<file path="src/rtl/seq_bin_to_bcd.sv">
// Sequential binary-to-BCD converter.
// Double dabble, one magnitude bit per clock.
module seq_bin_to_bcd #(
  parameter int BIN_W  = 12,
  parameter int DIGITS = 4,
  parameter int SIGNED = 0
) (
  input  logic                  clk,
  input  logic                  rst_n,
  input  logic                  start,
  input  logic [BIN_W-1:0]      bin_in,
  output logic                  busy,
  output logic                  done,
  output logic [4*DIGITS-1:0]   bcd_out,
  output logic                  negative,
  output logic                  overflow
);

  localparam int BW = 4 * DIGITS;
  localparam int CW = $clog2(BIN_W + 1);
  localparam logic [CW-1:0] LAST = CW'(BIN_W - 1);

  typedef enum logic {
    S_IDLE,
    S_SHIFT
  } state_t;

  state_t          r_state;
  logic [BIN_W-1:0] r_mag;
  logic [BW-1:0]   r_work;
  logic [CW-1:0]   r_cnt;
  logic            r_sign;
  logic            r_ovf;
  logic            r_busy;
  logic            r_done;
  logic [BW-1:0]   r_bcd;
  logic            r_neg_q;
  logic            r_ovf_q;

  logic             w_neg;
  logic [BIN_W-1:0] w_mag;
  logic [BW-1:0]    w_adj;
  logic [BW-1:0]    w_shift;
  logic             w_out;

  // Sign and magnitude of the incoming operand; -2^(W-1) maps to 2^(W-1).
  always_comb begin
    w_neg = (SIGNED != 0) && bin_in[BIN_W-1];
    w_mag = bin_in;
    if (w_neg) begin
      w_mag = (~bin_in) + {{(BIN_W-1){1'b0}}, 1'b1};
    end
  end

  // Add-3 to every digit >= 5, then shift in the next magnitude bit.
  always_comb begin
    w_adj = r_work;
    for (int d = 0; d < DIGITS; d++) begin
      if (r_work[4*d +: 4] >= 4'd5) begin
        w_adj[4*d +: 4] = r_work[4*d +: 4] + 4'd3;
      end
    end
    w_shift = {w_adj[BW-2:0], r_mag[BIN_W-1]};
    w_out   = w_adj[BW-1];
  end

  // Control FSM plus datapath; results only update on completion.
  always_ff @(posedge clk or negedge rst_n) begin
    if (!rst_n) begin
      r_state <= S_IDLE;
      r_mag   <= '0;
      r_work  <= '0;
      r_cnt   <= '0;
      r_sign  <= 1'b0;
      r_ovf   <= 1'b0;
      r_busy  <= 1'b0;
      r_done  <= 1'b0;
      r_bcd   <= '0;
      r_neg_q <= 1'b0;
      r_ovf_q <= 1'b0;
    end else begin
      r_done <= 1'b0;
      unique case (r_state)
        S_IDLE: begin
          if (start) begin
            r_mag   <= w_mag;
            r_sign  <= w_neg;
            r_work  <= '0;
            r_ovf   <= 1'b0;
            r_cnt   <= '0;
            r_busy  <= 1'b1;
            r_state <= S_SHIFT;
          end
        end
        S_SHIFT: begin
          r_work <= w_shift;
          r_mag  <= {r_mag[BIN_W-2:0], 1'b0};
          r_ovf  <= r_ovf | w_out;
          r_cnt  <= r_cnt + 1'b1;
          if (r_cnt == LAST) begin
            r_state <= S_IDLE;
            r_busy  <= 1'b0;
            r_done  <= 1'b1;
            r_bcd   <= w_shift;
            r_neg_q <= r_sign;
            r_ovf_q <= r_ovf | w_out;
          end
        end
      endcase
    end
  end

  assign busy     = r_busy;
  assign done     = r_done;
  assign bcd_out  = r_bcd;
  assign negative = r_neg_q;
  assign overflow = r_ovf_q;

endmodule

</file>
<file path="config.mk">
export PLATFORM = sky130hd
export DESIGN_NAME = seq_bin_to_bcd
export DESIGN_NICKNAME = d
export VERILOG_FILES = /design/src/rtl/seq_bin_to_bcd.sv
export SDC_FILE = /design/constraint.sdc
export NUM_CORES = 1
export LEC_CHECK = 0
export ABC_AREA = 1
export CORE_MARGIN = 4
export CORE_UTILIZATION = 40
export CTS_BUF_LIST = sky130_fd_sc_hd__clkbuf_2 sky130_fd_sc_hd__clkbuf_4 sky130_fd_sc_hd__clkbuf_8
export DETAILED_ROUTE_END_ITERATION = 8
export GPL_TIMING_DRIVEN = 0
export HOLD_SLACK_MARGIN = 0.15
export PLACE_DENSITY = 0.64
export SLEW_MARGIN = 20
export SYNTH_ARGS = -nofsm -noshare
export SYNTH_HDL_FRONTEND = slang
export SYNTH_SLANG_ARGS = --single-unit
</file>
<file path="constraint.sdc">
create_clock -name clk -period 1.15 [get_ports clk]
set_input_delay 0.345 -clock clk [delete_from_list [all_inputs] [get_ports clk]]
set_output_delay 0.345 -clock clk [all_outputs]
set_load 0.1 [all_outputs]
</file>
==> results by group, run 1 <==
Worst setup path
  – Reg2reg start: r_work[8]$_DFFE_PN0P_
  – Crit path cell chain: inv_2, ha_4, inv_2, o21ai_4, nand2_4, nand2_4, nand3_2, nand2_1
  – CP Launch Type: flop
  – CP max-delay cell: dfrtp_1
  – CP required: 1420 ps
  – RR Endpoint: r_work[10]$_DFFE_PN0P_
  – Max incr delay on CP: 430 ps
  – Critical setup path kind: reg2reg
  – Arr. time, crit path: 1610 ps
  – Worst R2R Path Depth: 8
  – R2r setup slk: -190 ps
  – Buf+Inv Stages, Crit Path: 2
  – Setup crit end kind: flop
  – CP top delay family: flip-flops
  – Worst Path Max Fanout: 4

Yosys
  – Mapped Cells: 291
  – Number of flops mapped to enable cells by yosys: 0
  – Seq/Total Area, Yosys: 52.9%
  – Post-synthesis async set-or-reset flop share: 100%
  – Predominant post-synthesis flop cell: dfrtp_1
  – Number of library cell types mapped by synthesis: 24
  – Synthesis Warnings: 0
  – Syn avg cell area: 8.61 sq um
  – Post-Syn Nets: 315
  – Syn Std Cell Area: 2510 sq um
  – Yosys reg bits: 53

Global routing
  – GRT overflow: 0
  – Vias in the first global route: 2423
  – Largest net degree at the start of global routing: 54
  – Global router's overall resource usage: 20.0%
  – First-pass GRT wire length: 11700 um
  – Initial antenna violation count: 0

Die
  – Chip width: 87.2 um
  – Core area: 5990 sq um
  – DIE AREA: 7600 sq um
  – Boundary pin count: 35
  – Initial Util: 41.8%
  – Overall die height: 87.2 um
  – Row cnt: 28

CTS
  – TritonCTS Buffers: 5
  – Clock transition at the registers of the reported paths: 100 ps
  – Clk_lat worst skew: 320 ps
  – CTS HTree Levels: 2
  – CTS max path bufs: 2
  – Root buf cell: clkbuf_8
  – Clk sinks: 53
  – CTS tree: yes

Detailed routing
  – Met3 Routed Length: 262 um
  – Drt first pass iters: 4
  – WL final: 7470 um
  – DRC: 0
  – Met2 wire len: 4000 um
  – Met1 Wirelength: 3040 um
  – Antenna Violating Nets Remaining: 0
  – Vias: 2352
  – Post-detailed-route wirelength per cell: 16.7 um
  – Vias per cell: 5.25
  – Top sig layer: met4
  – Iteration-0 DRC Markers: 174

Status
  – Status: finished, violations left
  – Failing checks: setup timing

Timing
  – Fin crit period: 1340 ps
  – Layout Skew: 7.13 ps
  – Worst Max-Slew Pin Slew: 688 ps
  – RSZ-0062 raised after global routing: true
  – Slew Viols, Final: 0
  – Final Cycle Share: 117%
  – Setup ws final: -193 ps
  – Final Hold Fails: 0
  – Fmax: 745 MHz
  – Slew Limit Headroom: 54.1%
  – Final setup violation count: 52

Finish
  – Net count, final: 396
  – Area Overhead vs Synth: 65.8%
  – Most frequent cells in the layout: nand2_1 (67), dfrtp_1 (34), buf_4 (30), nand3_2 (21), dfrtp_2 (19)
  – Fraction of layout cells with a size suffix above 1: 53.6%
  – Commonest non-fill, non-tap cell in the layout: nand2_1
  – Non-Filler Instances: 448
  – ANT cells: 0

Place
  – IO Port Bufs: 33
  – RePlAce Congestion: 0.837
  – DP HPWL: 3880 um
  – Dpl cells: 399

Flow run
  – Max cap viols: 0

Min path
  – Hold Crit Class: in2async
state kept, by name (all words and copies together) (netlist names):
signal / cells
r_state: 1
r_cnt: 4
r_work: 16
overflow: 1
busy: 1
done: 1
bcd_out: 16
r_mag: 12
r_ovf: 1
synth_stat cells, drive strengths merged, types with 4 or more instances:
cell type | number | area, sq um
o21ai | 19 | 95.1
inv | 32 | 123
nor2 | 8 | 32.5
buf | 10 | 77.6
nand2 | 100 | 388
o221ai | 5 | 43.8
a21oi | 4 | 20.0
o211ai | 9 | 67.6
nand3 | 33 | 165
dfrtp | 53 | 1330
o22ai | 5 | 31.3
ha | 9 | 113
stage by stage:
stage	worst slack, ps	util, %	instance area (sq um)	hold WS, ps	setup TNS [ps]
after detailed placement	-685	51.1	3060	433	-27610
after global routing	-267	69.4	4160	95.9	-9920
after global placement	-2110	51.2	3070	469	-131670
after CTS	-146	62.9	3770	92.0	-5370
after floorplan	-50.7	-	2640	49.4	-652
final	-193	69.4	4160	49.8	-6440
layout make-up:
cell class | instances | area (sq um)
Timing Repair Buffer | 74 | 875
Tap cell | 75 | 93.8
Inverter | 33 | 156
Sequential cell | 53 | 1350
Multi-Input combinational cell | 195 | 1450
Clock inverter | 2 | 37.5
Buffer | 10 | 114
Fill cell | 429 | 1840
Clock buffer | 6 | 82.6
routing by layer:
metal | vias to the layer above | GRT usage [%]
met2 | 55 | 32.9
met3 | 15 | 3.78
li1 | 1118 | -
met4 | 0 | 7.95
met5 | - | 0
met1 | 1164 | 25.9
logic make-up after synthesis:
logic type / count (synthesis) / synth area share [%]
AOI/OAI and AO/OA: 43 / 10.6
adders and majority gates: 9 / 4.49
buffers and inverters: 43 / 8.19
DFF: 53 / 52.9
other: 1 / 0.150
and+or+nand+nor: 142 / 23.6
how the worst max path moves through the flow:
stage	startpoint	to	slack [ps]	cells after the start
2_1_floorplan	r_cnt[0]$_DFFE_PN0P_	bcd_out[12]$_DFFE_PN0P_	-50	8
3_3_place_gp	rst_n	bcd_out[14]$_DFFE_PN0P_	-2110	1
3_5_place_dp	bcd_out[7]$_DFFE_PN0P_	bcd_out[7]	-680	1
4_1_cts	r_cnt[0]$_DFFE_PN0P_	bcd_out[8]$_DFFE_PN0P_	-150	8
5_1_grt	r_cnt[0]$_DFFE_PN0P_	bcd_out[12]$_DFFE_PN0P_	-270	8
6_report	r_work[8]$_DFFE_PN0P_	r_work[10]$_DFFE_PN0P_	-190	8
what timing repair did:
item,CTS,global route
gates cloned,3,1
pin swaps,17,25
resized for setup,213,83
endpoints found under the hold margin,53,53
buffers inserted,33,7
setup endpoints to repair,69,69
Power of run 1 is left out: the tool's default activity adds up to more than one toggle a clock period on the data nets, which glitch-free logic cannot reach.
==> run 2, diff against run 1 <==
CELL_PAD_IN_SITES_DETAIL_PLACEMENT = 1   (was not set)
CELL_PAD_IN_SITES_GLOBAL_PLACEMENT = 2   (was not set)
CORE_UTILIZATION = 34   (was 40)
PLACE_DENSITY = 0.82   (was 0.64)
clock period = 1.5 ns   (was 1.15 ns; I/O delays follow)
==> results by group, run 2 (same netlist as run 1, synthesis figures left out) <==
Worst setup path
  – Buf+Inv Stages, Crit Path: 1 (was 2)
  – CP top delay family: flip-flops (unchanged)
  – Setup crit end kind: output port (was flop)
  – Worst Path Max Fanout: 2 (was 4)
  – R2r setup slk: 110 ps (was -190 ps)
  – Arr. time, crit path: 970 ps (was 1610 ps)
  – Max incr delay on CP: 360 ps (was 430 ps)
  – Critical setup path kind: reg2out (was reg2reg)
  – CP required: 1050 ps (was 1420 ps)
  – CP Launch Type: flop (unchanged)
  – Reg2reg start: r_cnt[0]$_DFFE_PN0P_ (was r_work[8]$_DFFE_PN0P_)
  – WP depth: 1 (was 8)
  – RR Endpoint: bcd_out[12]$_DFFE_PN0P_ (was r_work[10]$_DFFE_PN0P_)
  – Worst R2R Path Depth: 8 (unchanged)
  – Crit path cell chain: buf_4 (was inv_2, ha_4, inv_2, o21ai_4, nand2_4, nand2_4, nand3_2, nand2_1)
  – CP max-delay cell: dfrtp_1 (unchanged)

Min path
  – Hold Crit Class: in2async (unchanged)

Place
  – Dpl cells: 423 (was 399)
  – Place WS: -448 ps (was -685 ps)
  – DP Area: 2960 sq um (was 3060 sq um)
  – RePlAce Congestion: 0.801 (was 0.837)
  – DP HPWL: 4300 um (was 3880 um)
  – IO Port Bufs: 33 (unchanged)

CTS
  – CTS max path bufs: 2 (unchanged)
  – Root buf cell: clkbuf_8 (unchanged)
  – Clock transition at the registers of the reported paths: 90 ps (was 100 ps)
  – Hold-fix buffers, CTS: 0
  – Clk_lat worst skew: 310 ps (was 320 ps)
  – TritonCTS Buffers: 5 (unchanged)
  – Clk sinks: 53 (unchanged)
  – CTS tree: yes (unchanged)
  – CTS HTree Levels: 2 (unchanged)

Status
  – Status: completed (was finished, violations left)

Finish
  – Net count, final: 358 (was 396)
  – Most frequent cells in the layout: nand2_1 (94), dfrtp_1 (50), nand3_1 (33), inv_1 (29), buf_4 (23) (was nand2_1 (67), dfrtp_1 (34), buf_4 (30), nand3_2 (21), dfrtp_2 (19))
  – Design area: 3100 sq um (was 4160 sq um)
  – Area Overhead vs Synth: 23.5% (was 65.8%)
  – Fraction of layout cells with a size suffix above 1: 17.6% (was 53.6%)
  – Commonest non-fill, non-tap cell in the layout: nand2_1 (unchanged)
  – ANT cells: 0 (unchanged)
  – Final Util: 42.9% (was 69.4%)
  – Non-Filler Instances: 434 (was 448)

Timing
  – Final Cycle Share: 94.5%
  – Final Hold Fails: 0 (unchanged)
  – Slew Viols, Final: 0 (unchanged)
  – Final setup violation count: 0 (was 52)
  – Layout Skew: 9.98 ps (was 7.13 ps)
  – Worst Max-Slew Pin Slew: 680 ps (was 688 ps)
  – Fmax: 705 MHz
  – Setup ws final: 82.6 ps (was -193 ps)
  – Slew Limit Headroom: 54.7% (was 54.1%)
  – Fin crit period: 1420 ps

Detailed routing
  – Vias per cell: 4.80 (was 5.25)
  – Iteration-0 DRC Markers: 57 (was 174)
  – Antenna Violating Nets Remaining: 0 (unchanged)
  – Post-detailed-route wirelength per cell: 14.2 um (was 16.7 um)
  – Vias: 2082 (was 2352)
  – WL final: 6180 um (was 7470 um)
  – Drt first pass iters: 4 (unchanged)
  – DRC: 0 (unchanged)

Die
  – Overall die height: 93.9 um (was 87.2 um)
  – Boundary pin count: 35 (unchanged)
  – DIE AREA: 8810 sq um (was 7600 sq um)
  – Row cnt: 31 (was 28)
  – Core area: 7210 sq um (was 5990 sq um)
  – Initial Util: 34.7% (was 41.8%)
  – Chip width: 93.9 um (was 87.2 um)

Global routing
  – Vias in the first global route: 2167 (was 2423)
  – Global router's overall resource usage: 15.2% (was 20.0%)
  – First-pass GRT wire length: 10400 um (was 11700 um)
  – GRT overflow: 0 (unchanged)
  – Largest net degree at the start of global routing: 54 (unchanged)
  – Initial antenna violation count: 0 (unchanged)

Flow run
  – Max cap viols: 0 (unchanged)
==> run 2: cell types whose count changed in the layout (fill, tap and decap cells not counted), moves of 13 or more <==
cell,delta
dfrtp_2,-16
nand3_2,-21
nand3_1,+21
nand2_4,-13
nand2_1,+27
buf_6,-13
inv_1,+14
dfrtp_1,+16
buf_12,-14
==> run 2: metal layers <==
layer | global-route usage (%) | vias up | routed length (um)
met5 | 0 | - | 0
met4 | 4.33 | 0 | 78
met3 | 3.13 | 6 | 186
met2 | 26.7 | 31 | 3120
met1 | 18.7 | 1016 | 2790
li1 | - | 1029 | -
==> run 2: through the flow <==
step           TNS [ps]  hold WS, ps
2_1_floorplan         0          154
4_1_cts               0          198
3_3_place_gp    -103650          462
6_report              0          174
5_1_grt           -8.99          231
3_5_place_dp     -11510          464
==> run 2: worst max path at each step <==
stage	start	end	slack (ps)
after floorplan	busy$_DFFE_PN0P_	busy	150
after global placement	rst_n	r_mag[0]$_DFFE_PN0P_	-1750
after detailed placement	bcd_out[15]$_DFFE_PN0P_	bcd_out[15]	-450
after CTS	r_work[8]$_DFFE_PN0P_	r_work[10]$_DFFE_PN0P_	20
after global routing	r_work[1]$_DFFE_PN0P_	bcd_out[2]$_DFFE_PN0P_	-5
final	bcd_out[5]$_DFFE_PN0P_	bcd_out[5]	80
==> run 2: what timing repair did <==
item | CTS | global route
setup endpoints to repair | 20 | 28
pin swaps | 0 | 1
buffers inserted | 0 | 3
gates resized for setup | 115 | 14
cloned | 0 | 0
==> run 2: cell type report <==
cell class,instances,area (sq um)
buffer,10,82.6
clock buffer,7,90.1
clock inverter,1,30.0
fill,894,4120
inverter,33,131
multi-input combinational,195,1000
sequential,53,1330
tap,99,124
timing repair buffer,36,307
Power of run 2 is left out for the same reason.
